**src/rtl/ram_arbiter_pkg.sv**
```systemverilog
// Shared types for the data-RAM arbiter: bus widths, FSM state and master identifiers.
package ram_arbiter_pkg;

   localparam int ARB_WAIT_W = 4;
   localparam int MEM_W      = 32;
   localparam int MEM_ADDR_W = 32;

   typedef logic [MEM_W-1:0]      mem_bus_t;
   typedef logic [MEM_ADDR_W-1:0] mem_addr_t;
   typedef logic [MEM_W/8-1:0]    mem_be_t;

   typedef enum logic {ARB_NORMAL, ARB_BOOST} arb_state_e;
   typedef enum logic {MST_M0, MST_M1} mst_id_e;

endpackage

```
**src/rtl/ram_arbiter_if.sv**
```systemverilog
// One requester's access channel into the RAM arbiter.
// Handshake: req/we/be/addr/wdata are held by the master until gnt is seen high in the same
// cycle; gnt is combinational. rvalid pulses exactly one cycle after a read grant and is the
// only qualifier for rdata.
interface ram_arbiter_if;
   import ram_arbiter_pkg::*;

   logic      req;
   logic      we;
   mem_be_t   be;
   mem_addr_t addr;
   mem_bus_t  wdata;
   logic      gnt;
   logic      rvalid;
   mem_bus_t  rdata;

   modport master (output req, we, be, addr, wdata, input gnt, rvalid, rdata);
   modport slave  (input req, we, be, addr, wdata, output gnt, rvalid, rdata);

endinterface

```
**src/rtl/ram_arbiter_arb_starve_ctr.sv**
```systemverilog
// Starvation guard for the low-priority requester M1: counts lost cycles and raises boost
// once M1 has lost MAX_WAIT consecutive cycles.
module arb_starve_ctr import ram_arbiter_pkg::*; #(
   parameter int unsigned MAX_WAIT = 4
) (
   input  logic                  clk,
   input  logic                  rst_n,
   input  logic                  m1_req,
   input  logic                  m1_gnt,
   output logic                  boost,
   output arb_state_e            state,
   output logic [ARB_WAIT_W-1:0] wait_cnt
);

   localparam logic [ARB_WAIT_W-1:0] WAIT_LIMIT = ARB_WAIT_W'(MAX_WAIT - 1);
   localparam logic [ARB_WAIT_W-1:0] WAIT_MAX   = '1;

   arb_state_e            state_nxt;
   logic [ARB_WAIT_W-1:0] wait_cnt_nxt;
   logic                  losing;

   assign losing = m1_req & ~m1_gnt;

   always_ff @(posedge clk or negedge rst_n) begin
      if (!rst_n) begin
         state    <= ARB_NORMAL;
         wait_cnt <= '0;
      end else begin
         state    <= state_nxt;
         wait_cnt <= wait_cnt_nxt;
      end
   end

   always_comb begin
      state_nxt    = state;
      wait_cnt_nxt = '0;
      case (state)
         ARB_NORMAL: begin
            if (losing) begin
               // Last tolerated loss: hand over to BOOST, count restarts from zero.
               if (wait_cnt >= WAIT_LIMIT) begin
                  state_nxt = ARB_BOOST;
               end else if (wait_cnt != WAIT_MAX) begin
                  wait_cnt_nxt = wait_cnt + 1'b1;
               end else begin
                  wait_cnt_nxt = wait_cnt;
               end
            end
         end
         ARB_BOOST: begin
            if (m1_gnt || !m1_req) begin
               state_nxt = ARB_NORMAL;
            end
         end
         default: state_nxt = ARB_NORMAL;
      endcase
   end

   assign boost = (state == ARB_BOOST);

endmodule

```
**src/rtl/ram_arbiter.sv**
```systemverilog
// Shares the data-RAM controller between the load/store unit (M0) and the DMA/debug loader (M1):
// one grant per cycle, M0 priority with starvation boost for M1, 1-cycle read response steering.
module ram_arbiter import ram_arbiter_pkg::*; #(
   parameter int unsigned MAX_WAIT = 4
) (
   input  logic                  clk,
   input  logic                  rst_n,
   ram_arbiter_if.slave          m0,
   ram_arbiter_if.slave          m1,
   output mem_bus_t              mem_wdata_o,
   output mem_addr_t             mem_waddr_o,
   output mem_be_t               mem_we_o,
   output mem_addr_t             mem_raddr_o,
   input  mem_bus_t              mem_rdata_i,
   output arb_state_e            arb_state,
   output logic [ARB_WAIT_W-1:0] wait_cnt
);

   logic    gnt0;
   logic    gnt1;
   logic    boost;
   logic    rd_pend;
   logic    rd_grant;
   mst_id_e rsel;

   // Grants are suppressed while reset is asserted so nothing reaches the RAM.
   always_comb begin
      gnt0 = 1'b0;
      gnt1 = 1'b0;
      if (rst_n) begin
         if (boost && m1.req) begin
            gnt1 = 1'b1;
         end else if (m0.req) begin
            gnt0 = 1'b1;
         end else if (m1.req) begin
            gnt1 = 1'b1;
         end
      end
   end

   arb_starve_ctr #(.MAX_WAIT(MAX_WAIT)) u_starve_ctr (
      .clk      (clk),
      .rst_n    (rst_n),
      .m1_req   (m1.req),
      .m1_gnt   (gnt1),
      .boost    (boost),
      .state    (arb_state),
      .wait_cnt (wait_cnt)
   );

   assign m0.gnt = gnt0;
   assign m1.gnt = gnt1;

   // Ungranted cycles present M0's address/data; only mem_we_o matters then and it stays zero.
   always_comb begin
      mem_waddr_o = m0.addr;
      mem_raddr_o = m0.addr;
      mem_wdata_o = m0.wdata;
      mem_we_o    = '0;
      if (gnt1) begin
         mem_waddr_o = m1.addr;
         mem_raddr_o = m1.addr;
         mem_wdata_o = m1.wdata;
         mem_we_o    = m1.we ? m1.be : '0;
      end else if (gnt0) begin
         mem_we_o    = m0.we ? m0.be : '0;
      end
   end

   assign rd_grant = (gnt0 & ~m0.we) | (gnt1 & ~m1.we);

   always_ff @(posedge clk or negedge rst_n) begin
      if (!rst_n) begin
         rd_pend <= 1'b0;
         rsel    <= MST_M0;
      end else begin
         rd_pend <= rd_grant;
         if (rd_grant) begin
            rsel <= gnt1 ? MST_M1 : MST_M0;
         end
      end
   end

   assign m0.rvalid = rd_pend & (rsel == MST_M0);
   assign m1.rvalid = rd_pend & (rsel == MST_M1);
   assign m0.rdata  = mem_rdata_i;
   assign m1.rdata  = mem_rdata_i;

endmodule

```
**src/flat_wrapper.sv**
```systemverilog
// flat-port wrapper written by rule: the top's interface ports become plain ports
module ram_arbiter_flat import ram_arbiter_pkg::*;
#(
   parameter int unsigned MAX_WAIT = 4
)
  (clk, rst_n, mem_wdata_o, mem_waddr_o, mem_we_o, mem_raddr_o, mem_rdata_i, arb_state, wait_cnt, m0_req, m0_we, m0_be, m0_addr, m0_wdata, m0_gnt, m0_rvalid, m0_rdata, m1_req, m1_we, m1_be, m1_addr, m1_wdata, m1_gnt, m1_rvalid, m1_rdata);
  ram_arbiter_if m0_i ();
  ram_arbiter_if m1_i ();
  input  logic clk;
  input  logic rst_n;
  output mem_bus_t mem_wdata_o;
  output mem_addr_t mem_waddr_o;
  output mem_be_t mem_we_o;
  output mem_addr_t mem_raddr_o;
  input  mem_bus_t mem_rdata_i;
  output arb_state_e arb_state;
  output logic [ARB_WAIT_W-1:0] wait_cnt;
  input wire logic [$bits(m0_i.req)-1:0] m0_req;
  input wire logic [$bits(m0_i.we)-1:0] m0_we;
  input wire logic [$bits(m0_i.be)-1:0] m0_be;
  input wire logic [$bits(m0_i.addr)-1:0] m0_addr;
  input wire logic [$bits(m0_i.wdata)-1:0] m0_wdata;
  output wire logic [$bits(m0_i.gnt)-1:0] m0_gnt;
  output wire logic [$bits(m0_i.rvalid)-1:0] m0_rvalid;
  output wire logic [$bits(m0_i.rdata)-1:0] m0_rdata;
  input wire logic [$bits(m1_i.req)-1:0] m1_req;
  input wire logic [$bits(m1_i.we)-1:0] m1_we;
  input wire logic [$bits(m1_i.be)-1:0] m1_be;
  input wire logic [$bits(m1_i.addr)-1:0] m1_addr;
  input wire logic [$bits(m1_i.wdata)-1:0] m1_wdata;
  output wire logic [$bits(m1_i.gnt)-1:0] m1_gnt;
  output wire logic [$bits(m1_i.rvalid)-1:0] m1_rvalid;
  output wire logic [$bits(m1_i.rdata)-1:0] m1_rdata;
  assign m0_i.req = m0_req;
  assign m0_i.we = m0_we;
  assign m0_i.be = m0_be;
  assign m0_i.addr = m0_addr;
  assign m0_i.wdata = m0_wdata;
  assign m0_gnt = m0_i.gnt;
  assign m0_rvalid = m0_i.rvalid;
  assign m0_rdata = m0_i.rdata;
  assign m1_i.req = m1_req;
  assign m1_i.we = m1_we;
  assign m1_i.be = m1_be;
  assign m1_i.addr = m1_addr;
  assign m1_i.wdata = m1_wdata;
  assign m1_gnt = m1_i.gnt;
  assign m1_rvalid = m1_i.rvalid;
  assign m1_rdata = m1_i.rdata;
  ram_arbiter #(.MAX_WAIT(MAX_WAIT)) u_core (.clk(clk), .rst_n(rst_n), .m0(m0_i), .m1(m1_i), .mem_wdata_o(mem_wdata_o), .mem_waddr_o(mem_waddr_o), .mem_we_o(mem_we_o), .mem_raddr_o(mem_raddr_o), .mem_rdata_i(mem_rdata_i), .arb_state(arb_state), .wait_cnt(wait_cnt));
endmodule
```
**config.mk**
```make
export PLATFORM = sky130hd
export DESIGN_NAME = ram_arbiter_flat
export DESIGN_NICKNAME = d
export VERILOG_FILES = /design/src/rtl/ram_arbiter_pkg.sv /design/src/rtl/ram_arbiter_if.sv /design/src/rtl/ram_arbiter_arb_starve_ctr.sv /design/src/rtl/ram_arbiter.sv /design/src/flat_wrapper.sv
export SDC_FILE = /design/constraint.sdc
export NUM_CORES = 1
export LEC_CHECK = 0
export ABC_AREA = 1
export ABC_CLOCK_PERIOD_IN_PS = 2150
export CAP_MARGIN = 20
export CORE_AREA = 5 5 131 133
export DETAILED_ROUTE_END_ITERATION = 6
export DIE_AREA = 0 0 136 138
export PLACE_DENSITY = 0.57
export SLEW_MARGIN = 5
export SYNTH_ARGS = -nofsm -noshare
export SYNTH_HDL_FRONTEND = slang
export SYNTH_HIERARCHICAL = 1
export SYNTH_SLANG_ARGS = --single-unit
```
**constraint.sdc**
```tcl
create_clock -name clk -period 2.15 [get_ports clk]
set_input_delay 0.215 -clock clk [delete_from_list [all_inputs] [get_ports clk]]
set_output_delay 0.215 -clock clk [all_outputs]
set_load 0.02 [all_outputs]
```
* Word level (Yosys, flattened, before mapping) *
Cells that the tools add are included.

storage, ports and cells
  bits of input ports = 174
  logic and storage cells = 44
  register bits = 7

cells by class
  order comparisons = 1
  reductions and logical operators = 3
  add/subtract/negate cells = 1
  equal/unequal tests = 2
  multiplexer cells = 22
  bitwise operators = 11

operator list
  operator                                                                             count
  32-bit two-way mux                                                                   2
  4-bit two-way mux                                                                    8
  1-bit two-way mux                                                                    11
  1-bit bitwise AND                                                                    5
  1-bit inverter                                                                       5
  4-bit by 1-bit adder with 4-bit output, second input constant                        1
  4-bit by 2-bit greater-or-equal comparator with 1-bit output, second input constant  1
  4-bit by 2-bit != test with 1-bit output, second input constant                      1
  4-bit != test, second input constant                                                 1
  1-bit case mux with 2 select lines                                                   1
  1-bit logical AND                                                                    1
  1-bit logical NOT                                                                    1
  1-bit logical OR                                                                     1
  1-bit OR                                                                             1

* Depth between registers and ports, before layout *
Gate-level depths: netlist (run 1).

  word-level depth = 8
  depth in mapped cells = 9

* Cells and area by module *
The synthesis (run 1) kept the hierarchy.

modules (own cells, without submodules)
  module          times used  seq. area each (um^2)  area each (um^2)  cells each
  ram_arbiter     1           50.0                   1760.4            338
  arb_starve_ctr  1           125.1                  197.7             18

* Worst setup path after synthesis (run 1) *
No wires, ideal clock.

  path type = flip-flop to output port
  start = register u_core.u_starve_ctr.state (netlist: u_core/u_starve_ctr/boost)
  end = output mem_waddr_o[12]
  buffers on the path = 3
  arrival = 1.291 ns
  slack = 0.644 ns
  data required time = 1.935 ns
  stages on the path, launching flop included = 9
  cell sequence = dfrtp_1 > inv_1 > nand2_1 > nand2_2 > buf_4 > buf_4 > nand2_1 > nand2_1 > buf_4

on the way
  longest elaborated chain between the ends = 4

ends and longest elaborated chain
  item                    RTL line                          RTL
  start, declared         ram_arbiter_arb_starve_ctr.sv:11  output arb_state_e state,
  start signal, assigned  ram_arbiter_arb_starve_ctr.sv:29  state <= state_nxt;
  1-bit logical AND       ram_arbiter.sv:31                 if (boost && m1.req) begin
  1-bit two-way mux       ram_arbiter.sv:31
  1-bit two-way mux       ram_arbiter.sv:30                 if (rst_n) begin
  32-bit two-way mux      -
  end, declared           flat_wrapper.sv:12                output mem_addr_t mem_waddr_o;

No other way between the ends.

* Final worst setup path (run 1) *
  start = input rst_n
  end = output m0_gnt

on the way
  longest elaborated chain between the ends = 1

ends and longest elaborated chain
  item               RTL line            RTL
  start, declared    flat_wrapper.sv:10  input logic rst_n;
  1-bit two-way mux  ram_arbiter.sv:30
  end, declared      flat_wrapper.sv:23  output wire logic [$bits(m0_i.gnt)-1:0] m0_gnt;

No other way between the ends.

==> impl_metrics.env, run 1 <==
export IMPL_status="complete, no violations"
export IMPL_drc=0
export IMPL_yosys_top_cells_count="nand2_1, buf_4, inv_1, dfrtp_1, buf_6"
export IMPL_cpPeakStageDelay_ps=600
export IMPL_gp_congestion=0.7739
export IMPL_antenna_left=0
export IMPL_vdd_ir_drop_max_v=0.0003801
export IMPL_hold_buffers=0
export IMPL_path_cells="clkdlybuf4s50_1, buf_4, nand2_1, inv_1, nand2_1, inv_1, clkdlybuf4s50_1"
export IMPL_synthTopCellsByArea="nand2_1, buf_4, dfrtp_1, buf_6, inv_1"
export IMPL_powerDensity_nw_per_um2=345.4
export IMPL_htreeDepth=1
export IMPL_cp_max_fo=8
export IMPL_die_w_um=136
export IMPL_core_area_um2=15710
export IMPL_drt_iter0_drc=62
export IMPL_syn_area_um2=1958
export IMPL_syn2layout_area_growth_pct=105.4
export IMPL_yosys_warnings=6
export IMPL_initial_core_util_pct=12.46
export IMPL_grt_pass1_wl_mm=12.57
export IMPL_crit_type="in -> out"
export IMPL_r2r_end="u_core/u_starve_ctr/wait_cnt[0]$_DFFE_PN0P_"
export IMPL_final_setup_viol_count=0
export IMPL_yosysMostFrequentCell="nand2_1"
export IMPL_syn_inst=356
export IMPL_whs_ps=284.0
export IMPL_avgSynthCellArea_um2=5.500
export IMPL_worstRegToRegCells=8
export IMPL_post_cts_buffers=0
export IMPL_synth_area_leader_cell="nand2_1"
export IMPL_clock_latency_ps=240
export IMPL_numPortBuffers=250
export IMPL_dr_pass1_iters=5
export IMPL_p_leak_nw=2.143
export IMPL_regToRegSetupSlack_ps=940
export IMPL_synthArstFlopShare_pct=100.0
export IMPL_cts_sinks=7
export IMPL_vias=2500
export IMPL_p_clk_share_pct=23.5
export IMPL_wl_mm=8.970
export IMPL_p_comb_share_pct=65.9
export IMPL_p_sw_share_pct=38.36
export IMPL_yosysSeqAreaShare_pct=8.946
export IMPL_antenna_found_initial=0
export IMPL_met2_usage_pct=14.68
export IMPL_max_cap_violations=0
export IMPL_grt_max_degree=42
export IMPL_cts_buffer_depth=2
export IMPL_drive_gt1_share_pct=4.297
export IMPL_clkSlewWorstSetupHoldPaths_ps=40
export IMPL_hpwl_mm=7.897
export IMPL_placedCellCount=724
export IMPL_period_share_pct=94.26
export IMPL_cpMaxStageDelayCell="clkdlybuf4s50_1"
export IMPL_max_freq_mhz=493.4
export IMPL_fillerInstances=1770
export IMPL_p_seq_share_pct=10.6
export IMPL_ys_types=17
export IMPL_num_rows=46
export IMPL_p_switching_mw=0.5329
export IMPL_via_per_inst=3.434
export IMPL_crit_start="rst_n"
export IMPL_hold_path_class="in -> async"
export IMPL_layoutNonFillerInstCount=728
export IMPL_intPower_mw=0.8564
export IMPL_endpoint="m0_gnt"
export IMPL_first_global_vias=2262
export IMPL_gr_usage_met1_pct=8.975
export IMPL_cp_end_kind="output pin"
export IMPL_antenna_cells=0
export IMPL_fin_util_pct=25.60
export IMPL_die_h_um=138
export IMPL_critPathRequiredTime_ps=1930
export IMPL_hold_viol=0
export IMPL_top_usage_layer="met2"
export IMPL_rr_startpoint="u_core/u_starve_ctr/boost$_DFF_PN0_"
export IMPL_root_buffer="clkbuf_16"
export IMPL_overflow=0
export IMPL_grt_setup_unrepaired="no"
export IMPL_nets=688
export IMPL_ys_seq_elements=7
export IMPL_dieArea_um2=18770
export IMPL_synth_flop_cell="dfrtp_1"
export IMPL_synth_top_area_share_pct=39.68
export IMPL_synth_edff_count=0
export IMPL_startpoint_type="primary input"
export IMPL_wl_per_cell_um=12.32
export IMPL_grtUsageTotal_pct=8.351
export IMPL_cp_arrival_ps=1810
export IMPL_finalClockSkew_ps=4.197
export IMPL_maxSlewViolCount=0
export IMPL_cts_tree="done"
export IMPL_grtUsageMet3_pct=3.556
export IMPL_cts_buffers=3
export IMPL_finalCriticalPeriod_ps=2027
export IMPL_boundaryPins=347
## worst min path at each step
stage / from / endpoint / slack [ps] / cells past startpoint
2_1_floorplan: rst_n / u_core/rd_pend$_DFF_PN0_ / -80 / 0
3_5_place_dp: mem_rdata_i[21] / m0_rdata[21] / 430 / 0
5_1_grt: rst_n / u_core/rd_pend$_DFF_PN0_ / 300 / 2
6_report: rst_n / u_core/rd_pend$_DFF_PN0_ / 280 / 2
3_3_place_gp: mem_rdata_i[21] / m0_rdata[21] / 430 / 0
4_1_cts: rst_n / u_core/u_starve_ctr/wait_cnt[2]$_DFFE_PN0P_ / 290 / 2
## per-layer routing
layer,vias up,part of all wire (%)
li1,1272,-
met1,1018,35
met2,191,46
met3,19,17
met4,0,1.9
met5,-,0
## flip-flops by register name, summed over array words and instances, names as in the netlist
register	flops
u_core/u_starve_ctr/boost	1
u_core/u_starve_ctr/wait_cnt	4
u_core/rsel	1
u_core/rd_pend	1
## kinds of logic after synthesis
family / after synthesis / share of synthesized area, %
AO/OA/AOI/OAI: 2 / 0.5107
flip-flops: 7 / 8.946
other: 1 / 0.1915
buffers and inverters: 122 / 45.56
adder cells (fa/ha/maj): 1 / 0.6389
AND/OR/NAND/NOR: 223 / 44.15
## placed cells by master, fill, tap and decap left out
master and instances:
conb_1 2, ha_1 1, buf_4 8, nor2_2 3, inv_2 2, clkbuf_16 3, dlygate4sd2_1 87, dfrtp_1 7
o21ai_0 1, dlymetal6s2s_1 13, nand2_1 207, inv_1 9, and2_1 1, nand4_1 4, clkdlybuf4s50_1 150, nand2_2 1
nand3_1 2, a21oi_1 1, clkbuf_1 1, buf_6 1, nor2_1 4, buf_12 3, nor2_4 1
## cell type report
cell class / instances / area, um2 / share of cell area (%)
Sequential cell: 7 / 175.2 / 4.355
Multi-Input combinational cell: 228 / 899.6 / 22.36
Clock buffer: 4 / 78.83 / 1.960
Tap cell: 216 / 270.3 / 6.718
Timing Repair Buffer: 262 / 2557 / 63.58
Inverter: 11 / 41.29 / 1.026
## metrics by stage
| stage | area [um2] | TNS, ps | setup WS, ps | power [mW] |
|---|---|---|---|---|
| after floorplan | 1962 | 0 | 643.6 | 0.7879 |
| after global placement | 4011 | -4001 | -100.6 | 1.180 |
| after detailed placement | 4011 | -4840 | -122.7 | 1.177 |
| after CTS | 3990 | 0 | 0.9488 | 1.409 |
| after global routing | 4023 | 0 | 44.45 | 1.465 |
| final | 4023 | 0 | 123.4 | 1.389 |
## power by group through the flow
stage	sequential (mW)	combinational (mW)	clock, mW
2_1_floorplan	0.152	0.635	0
3_3_place_gp	0.149	1.03	0
3_5_place_dp	0.149	1.03	0
4_1_cts	0.148	0.933	0.329
5_1_grt	0.150	0.980	0.336
6_report	0.148	0.916	0.326
## worst max-delay path, delay by kind of cell
kind | cells | cell delay [ps]
buffers and inverters | 5 | 1430
and+or+nand+nor | 2 | 160
## timing repair
item                       CTS  global route
resized for setup           89            13
pin swaps                    0             0
hold endpoints to repair     0             0
setup endpoints to repair   98            13
Power figures use the tool's default switching activity.
==> run 2, diff against run 1 <==
--- a/config.mk
+++ b/config.mk
@@ -5,13 +5,12 @@
 export SDC_FILE = /design/constraint.sdc
 export NUM_CORES = 1
 export LEC_CHECK = 0
-export ABC_AREA = 1
 export ABC_CLOCK_PERIOD_IN_PS = 2150
 export CAP_MARGIN = 20
 export CORE_AREA = 5 5 131 133
 export DETAILED_ROUTE_END_ITERATION = 6
 export DIE_AREA = 0 0 136 138
-export PLACE_DENSITY = 0.57
+export PLACE_DENSITY = 0.58
 export SLEW_MARGIN = 5
 export SYNTH_ARGS = -nofsm -noshare
 export SYNTH_HDL_FRONTEND = slang
==> run 2 against run 1 <==
Against the previous run: register-to-register slack lost 120 ps; sequential share of layout area shrank 0.18 points; critical path depth decreased by 1; cell area grew 4.4%; synthesized cell count down 44%; non-clock buffer count is 6 higher.
==> impl_metrics.env, run 2 <==
export IMPL_ys_seq_elements=7
export IMPL_finalClockSkew_ps=1.141
export IMPL_clock_latency_ps=230
export IMPL_dieArea_um2=18770
export IMPL_drc=0
export IMPL_period_share_pct=97.72
export IMPL_overflow=0
export IMPL_p_seq_share_pct=10.4
export IMPL_synth_flop_cell="dfrtp_1"
export IMPL_p_leak_nw=1.930
export IMPL_finalCriticalPeriod_ps=2101
export IMPL_hold_viol=0
export IMPL_numPortBuffers=250
export IMPL_crit_buf_inv=3
export IMPL_hold_path_class="in -> async"
export IMPL_drive_gt1_share_pct=29.27
export IMPL_synthTopCellsByArea="mux2_4, buf_4, dfrtp_1, mux2_2, buf_6"
export IMPL_cts_buffer_depth=2
export IMPL_path_cells="clkdlybuf4s50_1, nand2_2, a21o_4, buf_12, mux2_4, clkdlybuf4s15_1"
export IMPL_p_total_mw=1.419
export IMPL_hold_buffers=0
export IMPL_dr_pass1_iters=6
export IMPL_grt_max_degree=17
export IMPL_die_h_um=138
export IMPL_cts_sinks=7
export IMPL_vias=2009
export IMPL_fin_util_pct=26.73
export IMPL_yosys_warnings=6
export IMPL_yosysMostFrequentCell="buf_4"
export IMPL_powerDensity_nw_per_um2=337.9
export IMPL_p_comb_share_pct=67.7
export IMPL_synth_edff_count=0
export IMPL_synth_top_family_by_area="multiplexers"
export IMPL_synth_mux_area_share_pct=44.05
export IMPL_syn2layout_area_growth_pct=103.7
export IMPL_synth_top_area_share_pct=36.41
export IMPL_num_rows=46
export IMPL_status="complete, no violations"
export IMPL_boundaryPins=347
export IMPL_wl_mm=9.591
export IMPL_wl_per_cell_um=16.39
export IMPL_avgSynthCellArea_um2=10.36
export IMPL_maxSlewViolCount=0
export IMPL_p_clk_share_pct=22.0
export IMPL_clkSlewWorstSetupHoldPaths_ps=40
export IMPL_syn_inst=199
export IMPL_cp_arrival_ps=1890
export IMPL_largest_register="u_core/u_starve_ctr/wait_cnt"
export IMPL_cp_end_kind="output pin"
export IMPL_vdd_ir_drop_max_v=0.0002676
export IMPL_cts_tree="done"
export IMPL_nets=545
export IMPL_yosysSeqAreaShare_pct=8.495
export IMPL_initial_core_util_pct=13.12
export IMPL_largest_register_ff_count=4
export IMPL_startpoint_type="primary input"
export IMPL_cpPeakStageDelay_ps=500
export IMPL_final_cell_mix="clkdlybuf4s50_1, mux2_4, dlygate4sd2_1"
export IMPL_cts_buffers=3
export IMPL_grtUsageTotal_pct=8.563
export IMPL_cpMaxStageDelayCell="clkdlybuf4s50_1"
export IMPL_synth_area_leader_cell="mux2_4"
export IMPL_drt_iter0_drc=37
export IMPL_ys_types=23
export IMPL_yosys_area_share_xor_xnor_pct=0
export IMPL_core_area_um2=15710
export IMPL_crit_type="in -> out"
export IMPL_via_per_inst=3.434
export IMPL_p_switching_mw=0.4804
export IMPL_fin_setup_tns_ps=0
export IMPL_layout_commonest_cell="clkdlybuf4s50_1"
export IMPL_synth_compound_area_share_pct=3.398
export IMPL_syn_area_um2=2062
export IMPL_first_global_vias=2222
export IMPL_gp_congestion=0.8342
export IMPL_hpwl_mm=8.151
export IMPL_synthArstFlopShare_pct=100.0
export IMPL_htreeDepth=1
export IMPL_max_cap_violations=0
export IMPL_antenna_left=0
export IMPL_yosys_area_share_simple_pct=3.701
export IMPL_die_w_um=136
export IMPL_crit_family="buffers and inverters"
export IMPL_final_setup_viol_count=0
export IMPL_critPathRequiredTime_ps=1930
export IMPL_cp_max_fo=16
export IMPL_root_buffer="clkbuf_16"
export IMPL_antenna_cells=0
export IMPL_max_freq_mhz=476.0
export IMPL_synth_fa_ha_area_share_pct=0.6068
export IMPL_grt_pass1_wl_mm=12.81
export IMPL_intPower_mw=0.9391
export IMPL_yosys_top_cells_count="buf_4, mux2_4, mux2_2, dfrtp_1, buf_6"
export IMPL_antenna_found_initial=0
export IMPL_p_sw_share_pct=33.84
[run 2: cell count changes after synthesis, sizes merged, moves of 7 or more]
| cell | change |
|---|---|
| inv | -7 |
| nand2 | -206 |
| buf | -7 |
| nor2 | -8 |
| mux2 | +64 |
[run 2: layout make-up]
cell class	instances	area [um2]
clock buffers	4	78.83
multi-input cells	86	1100
well taps	216	270.3
repair buffers	268	2561
inverters	4	15.01
flip-flops and latches	7	175.2
fillers	1682	11510
[run 2: worst register-to-register path: stages, from the launching register on]
cell and delay (ps):
dfrtp_1 360, inv_1 170, a21o_4 240, inv_2 90
buf_4 150, and4bb_1 250
[run 2: what timing repair did]
item,in CTS,in global routing
gates cloned,0,1
pin swaps,0,1
gates resized for setup,113,67
endpoints found under the hold margin,0,0
setup buffers,0,1
setup endpoints to repair,101,80
[run 2: per-stage QoR]
step	setup WS [ps]	instances	hold WS, ps	area [um2]
6_report	49.05	585	334.3	4200
5_1_grt	-1.784	585	365.6	4200
4_1_cts	1.833	583	319.5	4180
3_3_place_gp	-238.6	579	430.2	4210
2_1_floorplan	524.5	200	-80.59	2066
3_5_place_dp	-259.8	579	430.2	4210
[run 2: worst paths after layout]
kind	startpoint	endpoint	slack, ps	cells past startpoint
setup / recovery	rst_n	mem_wdata_o[8]	50	6
hold / removal	rst_n	u_core/rd_pend$_DFF_PN0_	330	2
setup reg to reg	u_core/u_starve_ctr/boost$_DFF_PN0_	u_core/u_starve_ctr/wait_cnt[0]$_DFFE_PN0P_	820	5
hold reg to reg	u_core/rsel$_DFFE_PN0P_	u_core/rsel$_DFFE_PN0P_	530	2
max in group asynchronous	rst_n	u_core/u_starve_ctr/wait_cnt[2]$_DFFE_PN0P_	1690	2
min in group clk	mem_rdata_i[6]	m0_rdata[6]	430	0
[run 2: power groups by stage]
stage | sequential (mW) | clock [mW] | combinational (mW)
3_5_place_dp | 0.149 | 0 | 1.05
2_1_floorplan | 0.152 | 0 | 0.670
3_3_place_gp | 0.149 | 0 | 1.05
4_1_cts | 0.147 | 0.319 | 0.957
6_report | 0.147 | 0.312 | 0.960
5_1_grt | 0.149 | 0.331 | 1.01
[run 2: cell families (layout without fill, tap and decap cells)]
| kind of cell | count (synthesis) | count (layout) |
|---|---|---|
| buf+inv | 108 | 276 |
| mux | 64 | 64 |
| other cells | 1 | 2 |
| fa+ha+maj | 1 | 1 |
| simple gates | 10 | 10 |
| flops | 7 | 7 |
| compound gates | 8 | 9 |
[run 2: per-layer routing]
layer	track usage, %	wire length [um]
met5	0	0
met4	0.7427	19
met3	4.245	1415
met2	16.69	4892
met1	8.280	3263
==> run 3, diff against run 2 <==
--- a/config.mk
+++ b/config.mk
@@ -7,10 +7,12 @@
 export LEC_CHECK = 0
 export ABC_CLOCK_PERIOD_IN_PS = 2150
 export CAP_MARGIN = 20
-export CORE_AREA = 5 5 131 133
+export CELL_PAD_IN_SITES_DETAIL_PLACEMENT = 1
+export CELL_PAD_IN_SITES_GLOBAL_PLACEMENT = 2
+export CORE_AREA = 5 5 150 152
 export DETAILED_ROUTE_END_ITERATION = 6
-export DIE_AREA = 0 0 136 138
-export PLACE_DENSITY = 0.58
+export DIE_AREA = 0 0 155 157
+export PLACE_DENSITY = 0.9
 export SLEW_MARGIN = 5
 export SYNTH_ARGS = -nofsm -noshare
 export SYNTH_HDL_FRONTEND = slang
==> run 3 against run 2 <==
Against the previous run: die area grew 30%; power shrank 1.3%; hold slack gained 10 ps; clock skew is essentially flat; clock-buffer cell count is the same; worst setup slack gained 4.3 ps; register-to-register slack gained 30 ps; combinational power shrank 2.3%; utilization shrank 7.1 points; cell area shrank 2.6%; critical path type unchanged.
==> impl_metrics.env, run 3 (synthesis gave the netlist of run 2 again) <==
export IMPL_layout_commonest_cell="clkdlybuf4s50_1"
export IMPL_grtUsageTotal_pct=7.459
export IMPL_core_area_um2=20890
export IMPL_grt_max_degree=27
export IMPL_dr_pass1_iters=4
export IMPL_grt_pass1_wl_mm=13.83
export IMPL_dieArea_um2=24340
export IMPL_finalClockSkew_ps=1.257
export IMPL_boundaryPins=347
export IMPL_root_buffer="clkbuf_16"
export IMPL_cts_buffers=3
export IMPL_cp_max_fo=26
export IMPL_antenna_cells=0
export IMPL_finalCriticalPeriod_ps=2097
export IMPL_drc=0
export IMPL_layoutNonFillerInstCount=635
export IMPL_max_freq_mhz=476.9
export IMPL_largest_register_ff_count=4
export IMPL_drt_iter0_drc=36
export IMPL_status="complete, no violations"
export IMPL_grt_setup_unrepaired="yes"
export IMPL_crit_type="in -> out"
export IMPL_cts_buffer_depth=2
export IMPL_largest_register="u_core/u_starve_ctr/wait_cnt"
export IMPL_pre_cts_slack_ps=-234.7
export IMPL_dpl_cell_area_um2=4207
export IMPL_fin_setup_tns_ps=0
export IMPL_cp_end_kind="output pin"
export IMPL_cts_sinks=7
export IMPL_whs_ps=344.6
export IMPL_fin_util_pct=19.59
export IMPL_syn2layout_area_growth_pct=98.48
export IMPL_hold_path_class="in -> async"
export IMPL_nets=536
export IMPL_die_w_um=155
export IMPL_overflow=0
export IMPL_vdd_ir_drop_max_v=0.0001946
export IMPL_placedCellCount=631
export IMPL_drive_gt1_share_pct=31.39
export IMPL_hold_buffers=0
export IMPL_vias=2038
export IMPL_antenna_found_initial=0
export IMPL_final_area_um2=4093
export IMPL_die_h_um=157
export IMPL_final_cell_mix="clkdlybuf4s50_1, mux2_4, dlygate4sd2_1"
export IMPL_cts_tree="done"
export IMPL_wl_per_cell_um=16.32
export IMPL_max_cap_violations=0
export IMPL_first_global_vias=2207
export IMPL_antenna_left=0
export IMPL_wl_mm=10.36
export IMPL_htreeDepth=1
export IMPL_hpwl_mm=9.349
export IMPL_final_setup_viol_count=0
export IMPL_clock_latency_ps=230
export IMPL_powerDensity_nw_per_um2=342.3
export IMPL_cp_arrival_ps=1880
export IMPL_hold_viol=0
export IMPL_p_total_mw=1.401
export IMPL_num_rows=53
export IMPL_via_per_inst=3.209
export IMPL_maxSlewViolCount=0
export IMPL_initial_core_util_pct=9.871
export IMPL_critPathRequiredTime_ps=1930
export IMPL_numPortBuffers=250
export IMPL_startpoint_type="primary input"
export IMPL_clkSlewWorstSetupHoldPaths_ps=40
export IMPL_period_share_pct=97.52
export IMPL_post_cts_buffers=0
export IMPL_layout_setup_ws_ps=53.33
export IMPL_gp_congestion=0.7532
export IMPL_p_leak_nw=1.868
[run 3: changes by cell type in the layout (fill, tap and decap cells not counted)]
cell / delta
a21o_4: -1
buf_12: -1
buf_4: -2
buf_6: -1
clkbuf_2: +15
clkdlybuf4s15_1: -13
clkdlybuf4s15_2: -3
clkdlybuf4s50_1: +1
dlygate4sd2_1: -3
dlymetal6s2s_1: -1
inv_1: +1
inv_2: -1
nand2_1: +1
nand2_2: -1
[run 3: repair_timing]
item,in CTS,in global routing
pin swaps,0,0
setup endpoints to repair,96,59
resized for setup,98,83
[run 3: report_power, final]
group,switching (mW),internal (mW)
registers,0.00581,0.142
logic,0.410,0.528
clock network,0.0691,0.247
total,0.484,0.916
[run 3: worst paths after layout]
kind / start / to / slack (ps) / cells past startpoint
setup / recovery: rst_n / mem_raddr_o[18] / 50 / 6
hold / removal: rst_n / u_core/rd_pend$_DFF_PN0_ / 340 / 2
setup reg to reg: u_core/u_starve_ctr/boost$_DFF_PN0_ / u_core/u_starve_ctr/wait_cnt[0]$_DFFE_PN0P_ / 850 / 5
hold reg to reg: u_core/rsel$_DFFE_PN0P_ / u_core/rsel$_DFFE_PN0P_ / 540 / 2
max in group asynchronous: rst_n / u_core/u_starve_ctr/wait_cnt[3]$_DFFE_PN0P_ / 1670 / 2
min in group clk: mem_rdata_i[17] / m0_rdata[17] / 430 / 0
[run 3: critical path: stages]
cell and delay [ps]:
clkdlybuf4s50_1 500, nand2_1 100, a21o_4 240, buf_12 190
mux2_4 320, clkdlybuf4s15_1 280
[run 3: area by class of cell]
class | instances | area, um2
fillers | 2475 | 16800
clock buffers | 4 | 78.83
flip-flops and latches | 7 | 175.2
multi-input cells | 85 | 1082
repair buffers | 260 | 2397
inverters | 4 | 15.01
well taps | 275 | 344.1
[run 3: per-layer routing]
metal  vias up  part of all wire (%)  global-route usage [%]
met4         0                  0.21                  0.5887
met2       239                    48                   13.50
li1        904                     -                       -
met3         4                    15                   4.042
met5         -                     0                       0
met1       891                    36                   8.011
